[src/rtl/reg_access_arbiter.sv]
// reg_access_arbiter
//   Two-requester arbiter in front of a bank of four registers. The owner
//   drives a one-hot register enable, a shared FunSel bus and a shared data
//   bus. Ties from IDLE go to whichever side was not granted most recently.
//   On release, the grant passes straight to a waiting requester with no
//   idle gap.
//
//   Optional feature, guarded by macro REG_ARB_TIMEOUT_EN:
//     hold watchdog. After MAX_HOLD consecutive grant cycles, the grant is
//     forced over to a waiting requester, and Preempt pulses for one cycle.
//     Without the macro there is no counter, Preempt is tied to 0, and a
//     grant is held for as long as its request stays high.
//
// Parameters
//   DATA_W    register data path width
//   MAX_HOLD  consecutive grant cycles before preemption (2..255)
//
// Ports
//   Clock                 rising-edge clock
//   Reset                 asynchronous active-low reset
//   ReqA/ReqB             access requests
//   SelA/SelB [1:0]       target register index
//   OpA/OpB [2:0]         FunSel code for the target register
//   DataA/DataB           load data for the target register
//   GntA/GntB             grant, decoded from the state register
//   RegE [3:0]            one-hot register enable (owner with request high)
//   RegFunSel [2:0]       owner's FunSel, 0 when idle
//   RegI                  owner's data, 0 when idle
//   Preempt               one-cycle pulse on a forced grant switch
//   state_dbg [1:0]       current FSM state (00 IDLE, 01 OWN_A, 10 OWN_B)
//
// Handshake: a requester holds ReqX high for as long as it needs the
// registers. GntX marks ownership. A register operation happens in every
// cycle where GntX and ReqX are both high, using that cycle's SelX/OpX/DataX.
module reg_access_arbiter #(
    parameter int DATA_W   = 16,
    parameter int MAX_HOLD = 8
) (
    input  logic              Clock,
    input  logic              Reset,
    input  logic              ReqA,
    input  logic              ReqB,
    input  logic [1:0]        SelA,
    input  logic [1:0]        SelB,
    input  logic [2:0]        OpA,
    input  logic [2:0]        OpB,
    input  logic [DATA_W-1:0] DataA,
    input  logic [DATA_W-1:0] DataB,
    output logic              GntA,
    output logic              GntB,
    output logic [3:0]        RegE,
    output logic [2:0]        RegFunSel,
    output logic [DATA_W-1:0] RegI,
    output logic              Preempt,
    output logic [1:0]        state_dbg
);

    typedef enum logic [1:0] {
        IDLE  = 2'b00,
        OWN_A = 2'b01,
        OWN_B = 2'b10
    } state_t;

    state_t state;
    state_t state_next;
    logic   last_b;       // 1: B was granted most recently
    logic   last_b_next;
    logic   hold_expired; // owner has used up its MAX_HOLD cycles

`ifdef REG_ARB_TIMEOUT_EN
    localparam logic [7:0] HOLD_LIM = 8'(MAX_HOLD - 1);

    logic [7:0] hold_cnt;
    logic       preempt_next;

    assign hold_expired = (hold_cnt == HOLD_LIM);

    // A forced switch happens only while the owner still wants the bus.
    // A voluntary release is an ordinary handover.
    assign preempt_next = hold_expired &&
                          (((state == OWN_A) && ReqA && ReqB) ||
                           ((state == OWN_B) && ReqB && ReqA));

    // The counter restarts on any state change. It saturates at HOLD_LIM,
    // so an owner with no competitor keeps the grant.
    always_ff @(posedge Clock or negedge Reset) begin
        if (!Reset) begin
            hold_cnt <= 8'd0;
            Preempt  <= 1'b0;
        end else begin
            Preempt <= preempt_next;
            if (state_next != state) begin
                hold_cnt <= 8'd0;
            end else if ((state != IDLE) && !hold_expired) begin
                hold_cnt <= hold_cnt + 8'd1;
            end
        end
    end
`else
    assign hold_expired = 1'b0;
    assign Preempt      = 1'b0;
`endif

    always_ff @(posedge Clock or negedge Reset) begin
        if (!Reset) begin
            state  <= IDLE;
            last_b <= 1'b1;
        end else begin
            state  <= state_next;
            last_b <= last_b_next;
        end
    end

    always_comb begin
        state_next = state;
        case (state)
            IDLE: begin
                if (ReqA && ReqB) begin
                    state_next = last_b ? OWN_A : OWN_B;
                end else if (ReqA) begin
                    state_next = OWN_A;
                end else if (ReqB) begin
                    state_next = OWN_B;
                end
            end
            OWN_A: begin
                if (!ReqA) begin
                    state_next = ReqB ? OWN_B : IDLE;
                end else if (hold_expired && ReqB) begin
                    state_next = OWN_B;
                end
            end
            OWN_B: begin
                if (!ReqB) begin
                    state_next = ReqA ? OWN_A : IDLE;
                end else if (hold_expired && ReqA) begin
                    state_next = OWN_A;
                end
            end
            default: state_next = IDLE;
        endcase
    end

    always_comb begin
        last_b_next = last_b;
        if (state_next == OWN_A) begin
            last_b_next = 1'b0;
        end else if (state_next == OWN_B) begin
            last_b_next = 1'b1;
        end
    end

    // Register-side outputs follow the live request and select inputs.
    // Because of this, a mid-grant change takes effect in the same cycle,
    // and reset drops RegE as soon as it forces IDLE.
    always_comb begin
        GntA      = (state == OWN_A);
        GntB      = (state == OWN_B);
        RegE      = 4'b0000;
        RegFunSel = 3'b000;
        RegI      = '0;
        case (state)
            OWN_A: begin
                RegFunSel = OpA;
                RegI      = DataA;
                if (ReqA) RegE = 4'b0001 << SelA;
            end
            OWN_B: begin
                RegFunSel = OpB;
                RegI      = DataB;
                if (ReqB) RegE = 4'b0001 << SelB;
            end
            default: ;
        endcase
    end

    assign state_dbg = state;

endmodule

[config.mk]
export PLATFORM = sky130hd
export DESIGN_NAME = reg_access_arbiter
export DESIGN_NICKNAME = d
export VERILOG_FILES = /design/src/rtl/reg_access_arbiter.sv
export SDC_FILE = /design/constraint.sdc
export NUM_CORES = 1
export LEC_CHECK = 0
export ABC_AREA = 1
export ABC_CLOCK_PERIOD_IN_PS = 3000
export BUFFER_PORTS_ARGS = -buffer_cell sky130_fd_sc_hd__buf_2
export CAP_MARGIN = 10
export CORE_AREA = 2 2 47 49
export DETAILED_ROUTE_END_ITERATION = 8
export DIE_AREA = 0 0 49 51
export GPL_ROUTABILITY_DRIVEN = 0
export PLACE_DENSITY = 0.81
export SYNTH_ARGS = -nofsm -noshare
export SYNTH_HDL_FRONTEND = slang
export SYNTH_SLANG_ARGS = --single-unit
[constraint.sdc]
create_clock -name Clock -period 3 [get_ports Clock]
set_clock_uncertainty 0.2 [all_clocks]
set_input_delay 0.6 -clock Clock [delete_from_list [all_inputs] [get_ports Clock]]
set_output_delay 0.6 -clock Clock [all_outputs]
set_load 0.05 [all_outputs]
After elaboration in Yosys (flattened, before gate mapping)
Index checks and enable logic that the tools add are counted.
- memories: 0
- register bits: 3
- input port bits: 46
- logic and storage cells: 27
- output and inout port bits: 28
- RAM bits: 0
- ROM bits: 0
- latch bits: 0
- reductions and logical operators: 3
- add/subtract/negate cells: 0
- bitwise gates (word level): 0
- order comparisons: 0
- equal/unequal tests: 4
- multiply operators: 0
- muxes and demuxes: 16
- shift-type cells: 2
- div/mod/pow operators: 0
- operator list (kind ; count):
    16-bit case mux with 2 select lines ; 1
    2-bit two-way mux ; 7
    4-bit two-way mux ; 2
    4-bit case mux with 2 select lines ; 1
    1-bit by 2-bit << shifter with 4-bit output (first input constant) ; 2
    2-bit case mux with 3 select lines ; 1
    3-bit case mux with 2 select lines ; 1
    2-bit by 1-bit equality test with 1-bit output (second input constant) ; 2
    2-bit equality test (second input constant) ; 2
    1-bit two-way mux ; 3
    2-bit zero test ; 1
    2-bit nonzero test ; 1
    1-bit logical AND ; 1

Depth between registers and ports, before layout
- depth in word-level cells: 7
- gate-level depth with buffers: 10
- gate-level depth less buffers: 10

Least setup slack after synthesis
OpenSTA, ideal clock, no wires.
- path kind: register -> output
- start point: reg state[0], in the netlist state_dbg[0]
- end point: out RegI[14]
- slack: -0.228 ns
- arrival time: 2.428 ns
- required time: 2.200 ns
- path buffers: 1
- cell stages (with the launch flop): 6
- path through: dfrtp_1 -> inv_1 -> ha_1 -> buf_6 -> nand2_1 -> a21oi_1
- cells in the longest elaborated chain, start to end: 2
- elaborated cells on any way between the ends: 3
- those cells by class: eq/ne: 2; mux: 1
- ends and longest elaborated chain (item ; RTL line ; source):
    start, declared ; 64 ; state_t state;
    start signal, assigned ; 109 ; state <= state_next;
    2-bit equality test ; -- ;
    named net GntB ; 50 ; output logic GntB,
    16-bit case mux with 2 select lines ; 162 ; case (state)
    end, declared ; 53 ; output logic [DATA_W-1:0] RegI,
The timed path passes the listed nets, and every way through them passes these cells.

Worst setup path in the final report
- start point: reg state[0], in the netlist state_dbg[0]
- end point: out RegI[15]
- cells in the longest elaborated chain, start to end: 2
- elaborated cells on any way between the ends: 3
- those cells by class: eq/ne: 2; mux: 1
- ends and longest elaborated chain (item ; RTL line):
    2-bit equality test or 2-bit by 1-bit equality test with 1-bit output (tied branches) ; 162
    16-bit case mux with 2 select lines (*) ; 162
Mark *: on every way between the ends. The rest lies on a longest branch, timed or not.

==> results.py <==
metrics = {
    "sta": {
        "fin_ws_ns": 0.366,
        "hold_viol_final": 0,
        "slew_viol_final": 0,
        "rsz0062_at_grt": "no",
        "period_needed_ns": 2.63,
        "whs_ns": 0.270,
        "fin_crit_sh": 0.878,
        "finalSetupTns_ns": 0,
        "setup_viol": 0,
        "fmax_ghz": 0.380,
    },
    "power": {
        "p_total_uw": 1220,
        "power.density_nw_per_um2": 1040,
        "irDropWorstVdd_v": 0.000568,
        "power.leakage_uw": 0.000647,
    },
    "global_route": {
        "grt_max_degree": 24,
        "met3_usage": 0.0351,
        "use_met2": 0.322,
        "gr-usage-met1": 0.179,
        "grt_overflow": 0,
        "grt_pass1_vias": 881,
        "grt.total_usage": 0.170,
        "grt_antenna_before_repair": 0,
        "grt_pass1_wl_mm": 3.46,
        "grt-busiest-layer": "met2",
    },
    "cells_and_area": {
        "mostFrequentLayoutCell": "buf_2",
        "area_growth_pct": 67.3,
        "layout-drive-gt1-share": 0.535,
        "mostFrequentLayoutCells": "buf_2, nand2_1, a21oi_2",
        "design_area_um2": 1170,
        "num_antenna_cells": 0,
        "final_nets": 251,
    },
    "die": {
        "dieArea_um2": 2500,
        "start_util": 0.340,
        "core_um2": 2060,
        "die_y_um": 51,
        "rows": 17,
        "ioPinCount": 74,
        "die_w_um": 49,
    },
    "job": {
        "cap_violations": 0,
    },
    "critical_path": {
        "critPathArrivalTime_ns": 1.83,
        "critPathMaxFanout": 16,
        "worstPathCellList": "inv_1, ha_1, buf_12, nand2_1, a21oi_2, buf_2",
        "crit_type": "flip-flop to output pin",
        "crit_path_end_kind": "output pin",
        "critical_path.startpoint_type": "flip-flop",
        "crit_path_start": "state_dbg[0]$_DFF_PN0_",
        "worstPathRequired_ns": 2.20,
        "reg2reg_from": "state_dbg[0]$_DFF_PN0_",
        "cp_slowest_cell": "dfrtp_1",
        "max_stage_delay_ns": 0.43,
    },
    "min_path": {
        "worstHoldPathType": "flip-flop to flip-flop",
        "hp-start": "last_b$_DFFE_PN1P_",
    },
    "placement": {
        "hpwlAfterDp_mm": 1.78,
        "place.port_buffers": 72,
        "place_worst_setup_slack_ns": 0.587,
        "place_area_um2": 1140,
    },
    "logic_synthesis": {
        "synth_top_area_share": 0.284,
        "yosys-top-cells-area": "nand2_1, a21oi_1, ha_1",
        "yosysSeqAreaShare": 0.109,
        "avgSynthCellArea_um2": 5.52,
        "synth_top_cell_by_area": "nand2_1",
        "synth_cells": 127,
        "syn_area_um2": 701,
        "syn_nets": 179,
        "synth.distinct_cells": 20,
        "yosys_warnings": 0,
        "ys_seq_elements": 3,
    },
    "clock_network": {
        "cts_buffer_depth": 2,
        "clk_pin_slew_ns": 0.03,
        "cts_hold_buffers": 1,
        "htree_levels": 1,
        "cts_resized": 0,
        "clk_latency_ns": 0.23,
        "numCtsBuffers": 3,
        "tritoncts": "yes",
        "cts_setup_buffers": 0,
        "clock-sinks": 3,
        "root_buffer": "clkbuf_4",
    },
    "detailed_routing": {
        "wl_per_cell_um": 9.44,
        "vias": 1037,
        "final_antenna_net_count": 0,
        "drtIter0Drc": 20,
        "firstDrtPassIters": 4,
        "detail_route.vias_per_cell": 4.59,
        "drc_errors": 0,
        "wl_mm": 2.13,
    },
    "outcome": {
        "outcome": "finished clean",
    },
}
## sequential cells by signal, indices dropped and copies added (netlist names)
register   count
last_b         1
state_dbg      2
## cells by family after synthesis
kind of cell / after synthesis / synth area share
AO/OA/AOI/OAI: 29 / 0.211
adder cells (fa/ha/maj): 6 / 0.107
buffers and inverters: 23 / 0.189
flip-flops: 3 / 0.109
other: 1 / 0.00535
AND/OR/NAND/NOR: 65 / 0.379
## per-stage QoR
step / util / cells
final: 0.568 / 226
after floorplan: - / 127
after detailed placement: 0.551 / 221
after global placement: 0.551 / 221
after global routing: 0.568 / 226
after CTS: 0.568 / 226
## path summary, 6_finish.rpt
check	cells after the start	slack (ns)	end
setup / recovery	6	0.37	RegI[15]
hold / removal	2	0.27	last_b$_DFFE_PN1P_
setup reg to reg	10	0.81	last_b$_DFFE_PN1P_
hold reg to reg	2	0.27	last_b$_DFFE_PN1P_
max in group asynchronous	2	1.92	last_b$_DFFE_PN1P_
min in group asynchronous	2	0.48	state_dbg[0]$_DFF_PN0_
## per-layer routing
layer	vias to the layer above	routed length (µm)
li1	543	-
met1	444	841
met2	48	1060
met3	2	216
met4	0	14
met5	-	0
## Yosys cell counts (all sizes together)
library cell   n
a21oi         24
nand4          2
clkbuf         1
dfrtp          2
buf            8
ha             6
nor2           2
o21ai          4
dfstp          1
inv           14
a22oi          1
nand2         54
conb           1
nand3          7
## power breakdown
group | total (µW) | internal, µW | switching [µW]
logic | 1060 | 269 | 796
clock network | 69.2 | 49.7 | 19.4
registers | 86.2 | 66.3 | 19.9
## worst max-delay path, delay by kind of cell (launching register included)
family,cells,cell delay (ns)
AOI/OAI and AO/OA,1,0.11
adders and majority gates,1,0.40
buffers and inverters,3,0.59
DFF,1,0.43
and+or+nand+nor,1,0.07
## area by class of cell
cell class	instances	area, µm²
multi-input combinational	101	577
clock buffer	4	26.3
timing repair buffer	76	405
fill	228	891
inverter	14	52.6
tap	28	35.0
sequential	3	76.3
Note: power is estimated with default switching activity, not from simulation.
